## config.mk

```make
export PLATFORM = sky130hd
export DESIGN_NAME = oam_dma_ctrl
export DESIGN_NICKNAME = d
export VERILOG_FILES = /design/src/rtl/oam_dma_ctrl.sv
export SDC_FILE = /design/constraint.sdc
export NUM_CORES = 1
export LEC_CHECK = 0
export ABC_AREA = 1
export CAP_MARGIN = 20
export CORE_MARGIN = 3
export CORE_UTILIZATION = 40
export CTS_CLUSTER_DIAMETER = 200
export CTS_CLUSTER_SIZE = 12
export DETAILED_ROUTE_END_ITERATION = 6
export GPL_ROUTABILITY_DRIVEN = 0
export PLACE_DENSITY = 0.85
export SYNTH_ARGS = -nofsm -noshare
export SYNTH_HDL_FRONTEND = slang
export SYNTH_SLANG_ARGS = --single-unit
```

## constraint.sdc

```tcl
create_clock -name clk -period 2.1 [get_ports clk]
set_clock_uncertainty 0.15 [all_clocks]
set_input_delay 0.42 -clock clk [delete_from_list [all_inputs] [get_ports clk]]
set_output_delay 0.42 -clock clk [all_outputs]
set_load 0.005 [all_outputs]
```

## src/rtl/oam_dma_ctrl.sv

```systemverilog
// oam_dma_ctrl: OAM DMA sequencer owning FF46; takes the memory bus from the CPU
// during a 160-byte copy and lets high-RAM accesses through in one-cycle slots.
module oam_dma_ctrl #(
  parameter logic [15:0] DMA_REG_ADDR = 16'hFF46,
  parameter logic [15:0] DST_BASE     = 16'hFE00,
  parameter int          NUM_BYTES    = 160,
  parameter logic [15:0] HRAM_LO      = 16'hFF80,
  parameter logic [15:0] HRAM_HI      = 16'hFFFE
) (
  input  logic        clk,
  input  logic        rst_n,
  input  logic [15:0] cpu_addr,
  input  logic [7:0]  cpu_data_out,
  input  logic        cpu_rd_n,
  input  logic        cpu_wr_n,
  output logic [7:0]  cpu_data_in,
  output logic        cpu_wait_n,
  output logic [15:0] mem_addr,
  output logic [7:0]  mem_data_out,
  output logic        mem_rd_n,
  output logic        mem_wr_n,
  input  logic [7:0]  mem_data_in,
  output logic        dma_active
);
  localparam logic [7:0] LAST_IDX = 8'(NUM_BYTES - 1);
  typedef enum logic [2:0] {IDLE, START, READ, WRITE, CPU_SLOT} state_t;
  state_t state_q, state_d;
  logic [7:0] dma_src_q, dma_src_d, idx_q, idx_d, data_latch_q, data_latch_d;
  logic wr_q, is_reg, hram_req, trig, last;
  assign is_reg     = cpu_addr == DMA_REG_ADDR;
  assign hram_req   = (cpu_addr >= HRAM_LO) && (cpu_addr <= HRAM_HI) && (!cpu_rd_n || !cpu_wr_n);
  assign trig       = is_reg && !cpu_wr_n && wr_q;
  assign last       = idx_q == LAST_IDX;
  assign dma_active = state_q != IDLE;
  always_comb begin
    state_d      = state_q;
    dma_src_d    = dma_src_q;
    idx_d        = idx_q;
    data_latch_d = data_latch_q;
    mem_addr     = cpu_addr;
    mem_data_out = cpu_data_out;
    mem_rd_n     = cpu_rd_n;
    mem_wr_n     = cpu_wr_n | is_reg;
    cpu_data_in  = is_reg ? dma_src_q : mem_data_in;
    cpu_wait_n   = 1'b1;
    case (state_q)
      IDLE, CPU_SLOT: state_d = (state_q == CPU_SLOT) ? READ : IDLE;
      START: begin
        mem_rd_n = 1'b1;
        mem_wr_n = 1'b1;
        state_d  = hram_req ? CPU_SLOT : READ;
      end
      READ: begin
        mem_addr     = {dma_src_q, idx_q};
        mem_rd_n     = 1'b0;
        mem_wr_n     = 1'b1;
        data_latch_d = mem_data_in;
        state_d      = WRITE;
      end
      WRITE: begin
        mem_addr     = DST_BASE + {8'h00, idx_q};
        mem_data_out = data_latch_q;
        mem_rd_n     = 1'b1;
        mem_wr_n     = 1'b0;
        idx_d        = last ? idx_q : idx_q + 8'd1;
        state_d      = last ? IDLE : (hram_req ? CPU_SLOT : READ);
      end
      default: state_d = IDLE;
    endcase
    // Outside the slot the CPU never sees the bus: HRAM stalls, everything else is absorbed.
    if (state_q != IDLE && state_q != CPU_SLOT) begin
      cpu_wait_n  = !hram_req;
      cpu_data_in = is_reg ? dma_src_q : 8'hFF;
    end
    if (trig) begin
      dma_src_d = cpu_data_out;
      idx_d     = 8'h00;
      state_d   = START;
    end
  end
  always_ff @(posedge clk or negedge rst_n) begin
    if (!rst_n) begin
      state_q      <= IDLE;
      dma_src_q    <= 8'h00;
      idx_q        <= 8'h00;
      data_latch_q <= 8'h00;
      wr_q         <= 1'b1;
    end else begin
      state_q      <= state_d;
      dma_src_q    <= dma_src_d;
      idx_q        <= idx_d;
      data_latch_q <= data_latch_d;
      wr_q         <= cpu_wr_n;
    end
  end
endmodule

```

* After elaboration in Yosys (flattened, before gate mapping)
Index checks and enable logic that the tools add are counted. Widths: inputs -> output; s select.
Word-level totals: latch bits 0, word-level logic and storage cells 50, memories 0, bits in read-only memories 0, flip-flop bits (word level) 28, memory bits (writable) 0, output and inout bits 36
Operators by class: reductions and logical operators 16, multiplexer cells 16, shift-type cells 0, equal/unequal tests 8, $add $sub $neg 2, divide/modulo/power cells 0, bitwise gates (word level) 1, order comparisons 2, $mul 0
Operators by type and width (number):
- $mux 8 | 7
- $pmux 16 s2 | 1
- $eq 16x16->1 const B | 1
- $ge 16x16->1 const B | 1
- $le 16x16->1 const B | 1
- $pmux 3 s4 | 1
- $add 10x9->11 const A | 1
- $mux 3 | 3
- $add 8x1->8 const B | 1
- $eq 8x8->1 const B | 1
- $eq 3x2->1 const B | 2
- $reduce_or 2->1 | 3
- $logic_and 1x1->1 | 5
- $pmux 1 s2 | 2
- $eq 3x1->1 const B | 1
- $eq 3x3->1 const B | 1
- $logic_not 1->1 | 3
- $logic_not 3->1 | 1
- $ne 3x3->1 const B | 1
- $reduce_bool 3->1 | 1
- $mux 2 | 1
- $ne 2x2->1 const B | 1
- $reduce_and 2->1 | 1
- $reduce_bool 2->1 | 1
- 3 further kinds | 3

* Depth between registers and ports, before layout
Gate-level depths: netlist (run 1).
depth after elaboration 7, gate-level depth with buffers 10

* Worst setup path before layout (run 1)
No wires, ideal clock.
path type input to output, start point input cpu_addr[14], end point output cpu_data_in[6], slack 396 ps, stages 8, path buffers 1, data arrival time 1134 ps, data required time 1530 ps, cells stage by stage nand2_1 -> nor2_2 -> nand2_2 -> nor2_4 -> inv_4 -> buf_12 -> o21ai_2 -> inv_2
On the way: longest elaborated chain between the ends 3, elaborated cells between the ends (all ways) 4
RTL lines:
- start: declaration | line 12 | input logic [15:0] cpu_addr,
- $eq 16x16->1 (*) | line 30 | assign is_reg = cpu_addr == DMA_REG_ADDR;
- $mux 8, on equally long branches | line 44, 73
- $mux 8 (*) | line 71 | if (state_q != IDLE && state_q != CPU_SLOT) begin
- end: declaration | line 16 | output logic [7:0] cpu_data_in,
Mark *: on every way between the ends. The rest lies on a longest branch, timed or not.

* Final worst setup path (run 1)
start point register state_q[2], end point output mem_data_out[5]
On the way: longest elaborated chain between the ends 2
RTL lines:
- start: declaration | line 27 | state_t state_q, state_d;
- start signal: assignment | line 89 | state_q <= state_d;
- $eq 3x2->1 | line 46 | case (state_q)
- $mux 8 | line 46
- end: declaration | line 19 | output logic [7:0] mem_data_out,
No other way between the ends.

==> results_dict.tcl, run 1 <==
set metrics [dict create \
    synth_simple_gate_area_share_pct 30.22 \
    cp_slowest_stage_delay_ps 410 \
    antenna_left 0 \
    boundaryPins 72 \
    final_min_period_over_clock_period_pct 106.5 \
    yosys.area.top_type_share_pct 34.07 \
    num-nets-final 464 \
    synth.yosys.warnings 0 \
    floorplan.die.height_um 76.41 \
    clk_latency_ps 280 \
    antennaDiodeCount 0 \
    port-buffer-count 71 \
    violations "setup timing" \
    setup_crit_end_kind "output pin" \
    netSwitchingFraction_pct 41.85 \
    maxSlewHeadroom_pct 74.76 \
    number_of_sinks_driven_by_the_clock_tree 28 \
    drt_first_pass_iters 5 \
    synth_enable_flop_cells 0 \
    post_drt_wl_per_cell_um 16.97 \
    setup_violations 13 \
    max_capacitance_violation_count 0 \
    combinational_family_with_the_most_area_after_synthesis "simple AND/OR/NAND/NOR gates" \
    drc 0 \
    critPathTopFamily "buffers and inverters" \
    cts_inserted_buffers 3 \
    async_reset_ff_share_pct 100.0 \
    final-hold-violation-count 0 \
    critical_path_class "reg2out" \
    tritoncts "built" \
    synth_ff_type "sky130_fd_sc_hd__dfrtp_1" \
    synth.top_cells.by_count "68 x sky130_fd_sc_hd__nand2_1, 41 x sky130_fd_sc_hd__inv_1, 27 x sky130_fd_sc_hd__dfrtp_1, 26 x sky130_fd_sc_hd__o21ai_0, 20 x sky130_fd_sc_hd__nor2_1" \
    cts_root_buf "sky130_fd_sc_hd__clkbuf_8" \
    syn_inst 271 \
    cp_cell_sequence "inv_2 -> nand2_8 -> nor2_8 -> buf_6 -> buf_12 -> nand2_2 -> o21ai_1 -> buf_2" \
    timing.final.crit_period_ps 2236 \
    synth_area_mm2 0.001983 \
    seq_power_share_pct 23.4 \
    worstPathMaxFanout 6 \
    holdBufCountCts 0 \
    clock.fmax_ghz 0.4472 \
    overflow 0 \
    synthXorXnorAreaFrac_pct 1.325 \
    core_area_mm2 0.004564 \
    floorplan.die_area_mm2 0.005838 \
    preCtsSetupSlack_ps -684.2 \
    timing.critical_path.arrival_ps 1670 \
    via_density_per_instance 5.191 \
    power_mw 3.644 \
    htree_num_levels 1 \
    synth_cell_type_count 31 \
    drt_first_iter_violations 144 \
    finalWorstSetupSlack_ps -136.4 \
    first_global_vias 2551 \
    power.net_switching_mw 1.525 \
    area_fraction_in_compound_gates_after_synthesis_pct 18.80 \
    tightest_slew_ps 378.6 \
    synth_fp_nets 308 \
    run_status "finished with violations" \
    drive_gt1_share_pct 51.41 \
    synth.area.mux_share_pct 0 \
    power.density_cell_area_mw_per_mm2 1010 \
    globalRouteTotalUtil_pct 24.84 \
    yosys.cell_count.top_type "sky130_fd_sc_hd__nand2_1" \
    syn_avg_cell_area_um2 7.318 \
    comb_power_share_pct 64.5 \
    path_clk_slew_ps 110 \
    ir_drop_mv 0.5152 \
    final-max-slew-violation-count 0 \
    fp-row-count 24 \
    synth.area.top_cells "sky130_fd_sc_hd__dfrtp_1 34%, sky130_fd_sc_hd__nand2_1 13%, sky130_fd_sc_hd__inv_1 7.8%, sky130_fd_sc_hd__o21ai_2 7.1%, sky130_fd_sc_hd__o21ai_0 6.6%" \
    initial_antenna_violation_count 0 \
    synth_seq_cells 28 \
    cp.required_ps 1530 \
    power.share.clock_pct 12.1 \
    synth_sequential_area_ratio_pct 35.39 \
    routed_via_count 2549 \
    wirelength_um 8331 \
    critical_path.startpoint_type "register" \
    synthDominantAreaCellType "sky130_fd_sc_hd__dfrtp_1" \
    synthAdderAreaFrac_pct 0.6309 \
    crit_buf_inv 4 \
    detailedPlacementHpwl_um 4546 \
    layout-area-overhead-vs-synth_pct 81.89 \
    clockBufferDepth 2 \
    crit_path_top_delay_cell "sky130_fd_sc_hd__dfrtp_1" \
    hold_path_class "reg2reg" \
    static_leakage_nw 1.855 \
    internal-power_mw 2.119 \
    grt_start_max_net_pins 29 \
    grt_setup_unrepaired "true" \
    initial_core_util_pct 43.45 \
    die_x_um 76.41 \
    global_route_wire_length_before_repair_um 11800 \
]
tightest hold or removal path: stages (launching register included):
cell and delay [ps]:
sky130_fd_sc_hd__dfrtp_1 370, sky130_fd_sc_hd__nand2_1 50, sky130_fd_sc_hd__o21ai_0 60
final cells by class:
cell class / count / area, um^2
Clock buffer: 3 / 41.29
Clock inverter: 1 / 30.03
Fill cell: 278 / 957.2
Inverter: 47 / 203.9
Multi-Input combinational cell: 185 / 1156
Sequential cell: 28 / 704.4
Tap cell: 65 / 81.33
Timing Repair Buffer: 160 / 1368
Timing Repair inverter: 2 / 22.52
what timing repair did:
action / CTS / global route
setup endpoints to repair: 36 / 53
endpoints found under the hold margin: 0 / 0
pin swaps: 23 / 23
resized for setup: 190 / 95
cloned: 2 / 3
setup buffers: 35 / 14
kinds of logic (layout without fill, tap and decap cells):
kind of cell	Yosys count	count (layout)
compound gates	55	55
xor+xnor	3	3
fa+ha+maj	1	1
buf+inv	58	213
flops	28	28
simple gates	126	126
power groups by stage:
| stage | clock network, mW | logic, mW | registers (mW) |
|---|---|---|---|
| after global placement | 0 | 1.94 | 0.812 |
| after floorplan | 0 | 0.957 | 0.784 |
| after detailed placement | 0 | 2.00 | 0.821 |
| after global routing | 0.464 | 2.53 | 0.869 |
| final | 0.440 | 2.35 | 0.852 |
| after CTS | 0.444 | 2.07 | 0.830 |
metrics by stage:
stage / cells / hold WS [ps] / cell area [um^2] / setup TNS, ps / util (%)
4_1_cts: 480 / 356.8 / 3346 / -1371 / 73.30
3_5_place_dp: 439 / 328.9 / 3019 / -9262 / 66.15
2_1_floorplan: 271 / -25.59 / 1983 / 0 / -
3_3_place_gp: 439 / 317.0 / 3019 / -8895 / 66.15
6_report: 491 / 358.9 / 3607 / -607.4 / 79.03
5_1_grt: 491 / 392.4 / 3607 / -1486 / 79.03
state kept, by name, summed over array words and instances, names as in the netlist:
signal	cells
data_latch_q	8
dma_src_q	8
wr_q	1
idx_q	8
state_q	3
cells in the final DEF, fill, tap and decap left out, types with 6 or more instances in the layout:
master                            synthesis  routed
sky130_fd_sc_hd__dlygate4sd2_1            0       6
sky130_fd_sc_hd__buf_6                    3      27
sky130_fd_sc_hd__buf_2                    6      23
sky130_fd_sc_hd__clkdlybuf4s50_1          0      17
sky130_fd_sc_hd__nand3_1                 17      10
sky130_fd_sc_hd__inv_4                    1       6
sky130_fd_sc_hd__nand3_2                  1       8
sky130_fd_sc_hd__o21ai_0                 26      17
sky130_fd_sc_hd__nor2_1                  20      14
sky130_fd_sc_hd__o21ai_1                  1       6
sky130_fd_sc_hd__buf_4                    1      63
sky130_fd_sc_hd__inv_1                   41      35
sky130_fd_sc_hd__clkbuf_2                 0      14
sky130_fd_sc_hd__nand4_1                  6       6
sky130_fd_sc_hd__o21ai_2                 16      20
sky130_fd_sc_hd__nor2_2                   3       7
sky130_fd_sc_hd__o22a_1                   7       7
sky130_fd_sc_hd__nand2_1                 68      56
sky130_fd_sc_hd__dfrtp_1                 27      25
sky130_fd_sc_hd__nand2_2                  3      12
layer usage:
| layer | track usage (%) | up-vias | routed length (um) |
|---|---|---|---|
| met4 | 10.87 | 0 | 312 |
| li1 | - | 1170 | - |
| met2 | 45.34 | 121 | 4380 |
| met5 | 0 | - | 0 |
| met3 | 4.019 | 37 | 435 |
| met1 | 28.31 | 1221 | 3202 |
path summary, 6_finish.rpt:
kind,depth (start not counted),end,startpoint,slack (ps)
max in group asynchronous,2,wr_q$_DFF_PN1_,rst_n,1090
hold reg to reg,2,data_latch_q[4]$_DFFE_PN0N_,data_latch_q[4]$_DFFE_PN0N_,360
setup reg to reg,9,state_q[1]$_DFF_PN0_,state_q[2]$_DFF_PN0_,370
min in group asynchronous,2,dma_src_q[6]$_DFFE_PN0P_,rst_n,380
setup / recovery,8,mem_data_out[5],state_q[2]$_DFF_PN0_,-140
hold / removal,2,data_latch_q[4]$_DFFE_PN0N_,data_latch_q[4]$_DFFE_PN0N_,360
Power figures use the tool's default switching activity.
==> inputs of run 2 (changes only) <==
- CELL_PAD_IN_SITES_DETAIL_PLACEMENT: unset -> 0
- CELL_PAD_IN_SITES_GLOBAL_PLACEMENT: unset -> 1
- CORE_UTILIZATION: 40 -> 31
- PLACE_DENSITY: 0.85 -> 0.92
==> run 2 against run 1 <==
Against the previous run:
- the run still ends with setup timing left
- global-route usage decreased by 5.6 points
- critical path type unchanged
- critical endpoint is now mem_addr[15]
- cell count increased by 1.8%
- largest cell class unchanged
- worst setup slack improved by 16 ps
==> results_dict.tcl, run 2 (synthesis gave the netlist of run 1 again) <==
set metrics [dict create \
    run_status "finished with violations" \
    violations "setup timing" \
    hold_path_class "reg2reg" \
    cts_inserted_buffers 3 \
    drc 0 \
    htree_num_levels 1 \
    critical_path_class "reg2out" \
    post_drt_wl_per_cell_um 14.49 \
    initial_core_util_pct 32.72 \
    first_global_vias 2385 \
    die_x_um 85.98 \
    boundaryPins 72 \
    worstSetupStartpoint "state_q[2]$_DFF_PN0_" \
    reg_top3 "data_latch_q x8, dma_src_q x8, idx_q x8" \
    max_capacitance_violation_count 0 \
    via_density_per_instance 4.734 \
    placement.cell_area_mm2 0.003017 \
    final-max-slew-violation-count 0 \
    drt_first_iter_violations 119 \
    timing.final.crit_period_ps 2220 \
    initial_antenna_violation_count 0 \
    static_leakage_nw 1.812 \
    reg2reg_depth 11 \
    place_inst 447 \
    clock.fmax_ghz 0.4504 \
    path_clk_slew_ps 110 \
    clk_latency_ps 280 \
    grt_setup_unrepaired "true" \
    number_of_sinks_driven_by_the_clock_tree 28 \
    floorplan.die_area_mm2 0.007393 \
    hold_slack_ps 353.4 \
    grt_start_max_net_pins 29 \
    mostFrequentLayoutCells "66 x sky130_fd_sc_hd__buf_4, 61 x sky130_fd_sc_hd__nand2_1, 36 x sky130_fd_sc_hd__inv_1" \
    maxSlewHeadroom_pct 73.85 \
    finalWorstSetupSlack_ps -120.1 \
    core_area_mm2 0.006061 \
    floorplan.die.height_um 85.98 \
    layout.filler_cells 537 \
    holdBufCountCts 0 \
    worstPathMaxFanout 6 \
    routed_via_count 2367 \
    fp-row-count 28 \
    totalNegativeSetupSlack_ps -432.8 \
    final-hold-violation-count 0 \
    final_min_period_over_clock_period_pct 105.7 \
    worst_r2r_endpoint "idx_q[3]$_DFFE_PN0P_" \
    globalRouteTotalUtil_pct 19.28 \
    cp.required_ps 1530 \
    tritoncts "built" \
    global_route_wire_length_before_repair_um 11440 \
    drt_first_pass_iters 4 \
    cts_root_buf "sky130_fd_sc_hd__clkbuf_8" \
    drive_gt1_share_pct 47.53 \
    antenna_left 0 \
    port-buffer-count 71 \
    critical_path.endpoint "mem_addr[15]" \
    critical_path.startpoint_type "register" \
    antennaDiodeCount 0 \
    layout-area-overhead-vs-synth_pct 77.85 \
    timing.critical_path.arrival_ps 1650 \
    power.density_cell_area_mw_per_mm2 1027 \
    num-nets-final 463 \
    layout.cell_area.non_filler_mm2 0.003527 \
    layout.cells.most_common "sky130_fd_sc_hd__buf_4" \
    worstReg2RegStart "state_q[2]$_DFF_PN0_" \
    clockBufferDepth 2 \
    ir_drop_mv 0.6448 \
    power_mw 3.624 \
    detailedPlacementHpwl_um 4472 \
    wirelength_um 7244 \
    setup_crit_end_kind "output pin" \
    overflow 0 \
    setup_violations 13 \
    r2r_setup_slack_ps 240 \
    finalNonFillerCells 500 \
    tightest_slew_ps 392.2 \
]
run 2: through the flow:
stage | setup WS, ps | utilization (%)
4_1_cts | -125.2 | 55.59
2_1_floorplan | 396.5 | -
5_1_grt | -164.6 | 58.20
6_report | -120.1 | 58.20
3_5_place_dp | -677.7 | 49.77
3_3_place_gp | -650.6 | 49.77
run 2: what timing repair did:
item | 4_1_cts | 5_1_grt
setup buffers | 38 | 10
hold endpoints to repair | 0 | 0
pin swaps | 21 | 23
cloned | 4 | 0
resized for setup | 204 | 55
setup endpoints to repair | 35 | 50
run 2: where the power goes:
group          switching, mW  internal, mW
Combinational           1.14          1.21
Clock                  0.187         0.256
Sequential             0.136         0.690
Total                   1.46          2.16
run 2: final cells by class:
cell class              instances  area, um^2  area share (%)
repair inverters                2       27.53          0.7804
well taps                      75       93.84           2.661
clock buffers                   3       41.29           1.171
flip-flops and latches         28       703.2           19.94
inverters                      47       196.4           5.569
clock inverters                 1       30.03          0.8514
multi-input cells             186        1127           31.96
repair buffers                158        1308           37.07
run 2: metal layers:
layer  wire length (um)  part of all wire, %  track usage [%]
met1               2982                   41            23.60
met5                  0                    0                0
met3                387                  5.3            1.729
met2               3811                   53            35.95
met4                 62                 0.86            4.748
run 2: worst min-delay path by stage:
stage          cells after the start                        start                     endpoint  slack (ps)
2_1_floorplan                      0                        rst_n  data_latch_q[0]$_DFFE_PN0N_         -30
4_1_cts                            2  data_latch_q[2]$_DFFE_PN0N_  data_latch_q[2]$_DFFE_PN0N_         350
3_3_place_gp                       2  data_latch_q[1]$_DFFE_PN0N_  data_latch_q[1]$_DFFE_PN0N_         320
5_1_grt                            2  data_latch_q[7]$_DFFE_PN0N_  data_latch_q[7]$_DFFE_PN0N_         370
3_5_place_dp                       2  data_latch_q[2]$_DFFE_PN0N_  data_latch_q[2]$_DFFE_PN0N_         320
6_report                           2  data_latch_q[7]$_DFFE_PN0N_  data_latch_q[7]$_DFFE_PN0N_         350
run 2: critical path, cell delays in order, from the launching register on:
cell                      delay, ps
sky130_fd_sc_hd__dfrtp_1        430
sky130_fd_sc_hd__inv_2          130
sky130_fd_sc_hd__nand2_8        100
sky130_fd_sc_hd__nor2_4         150
sky130_fd_sc_hd__inv_4           70
sky130_fd_sc_hd__buf_6          120
sky130_fd_sc_hd__buf_6          100
sky130_fd_sc_hd__o22a_1         140
sky130_fd_sc_hd__buf_2          130
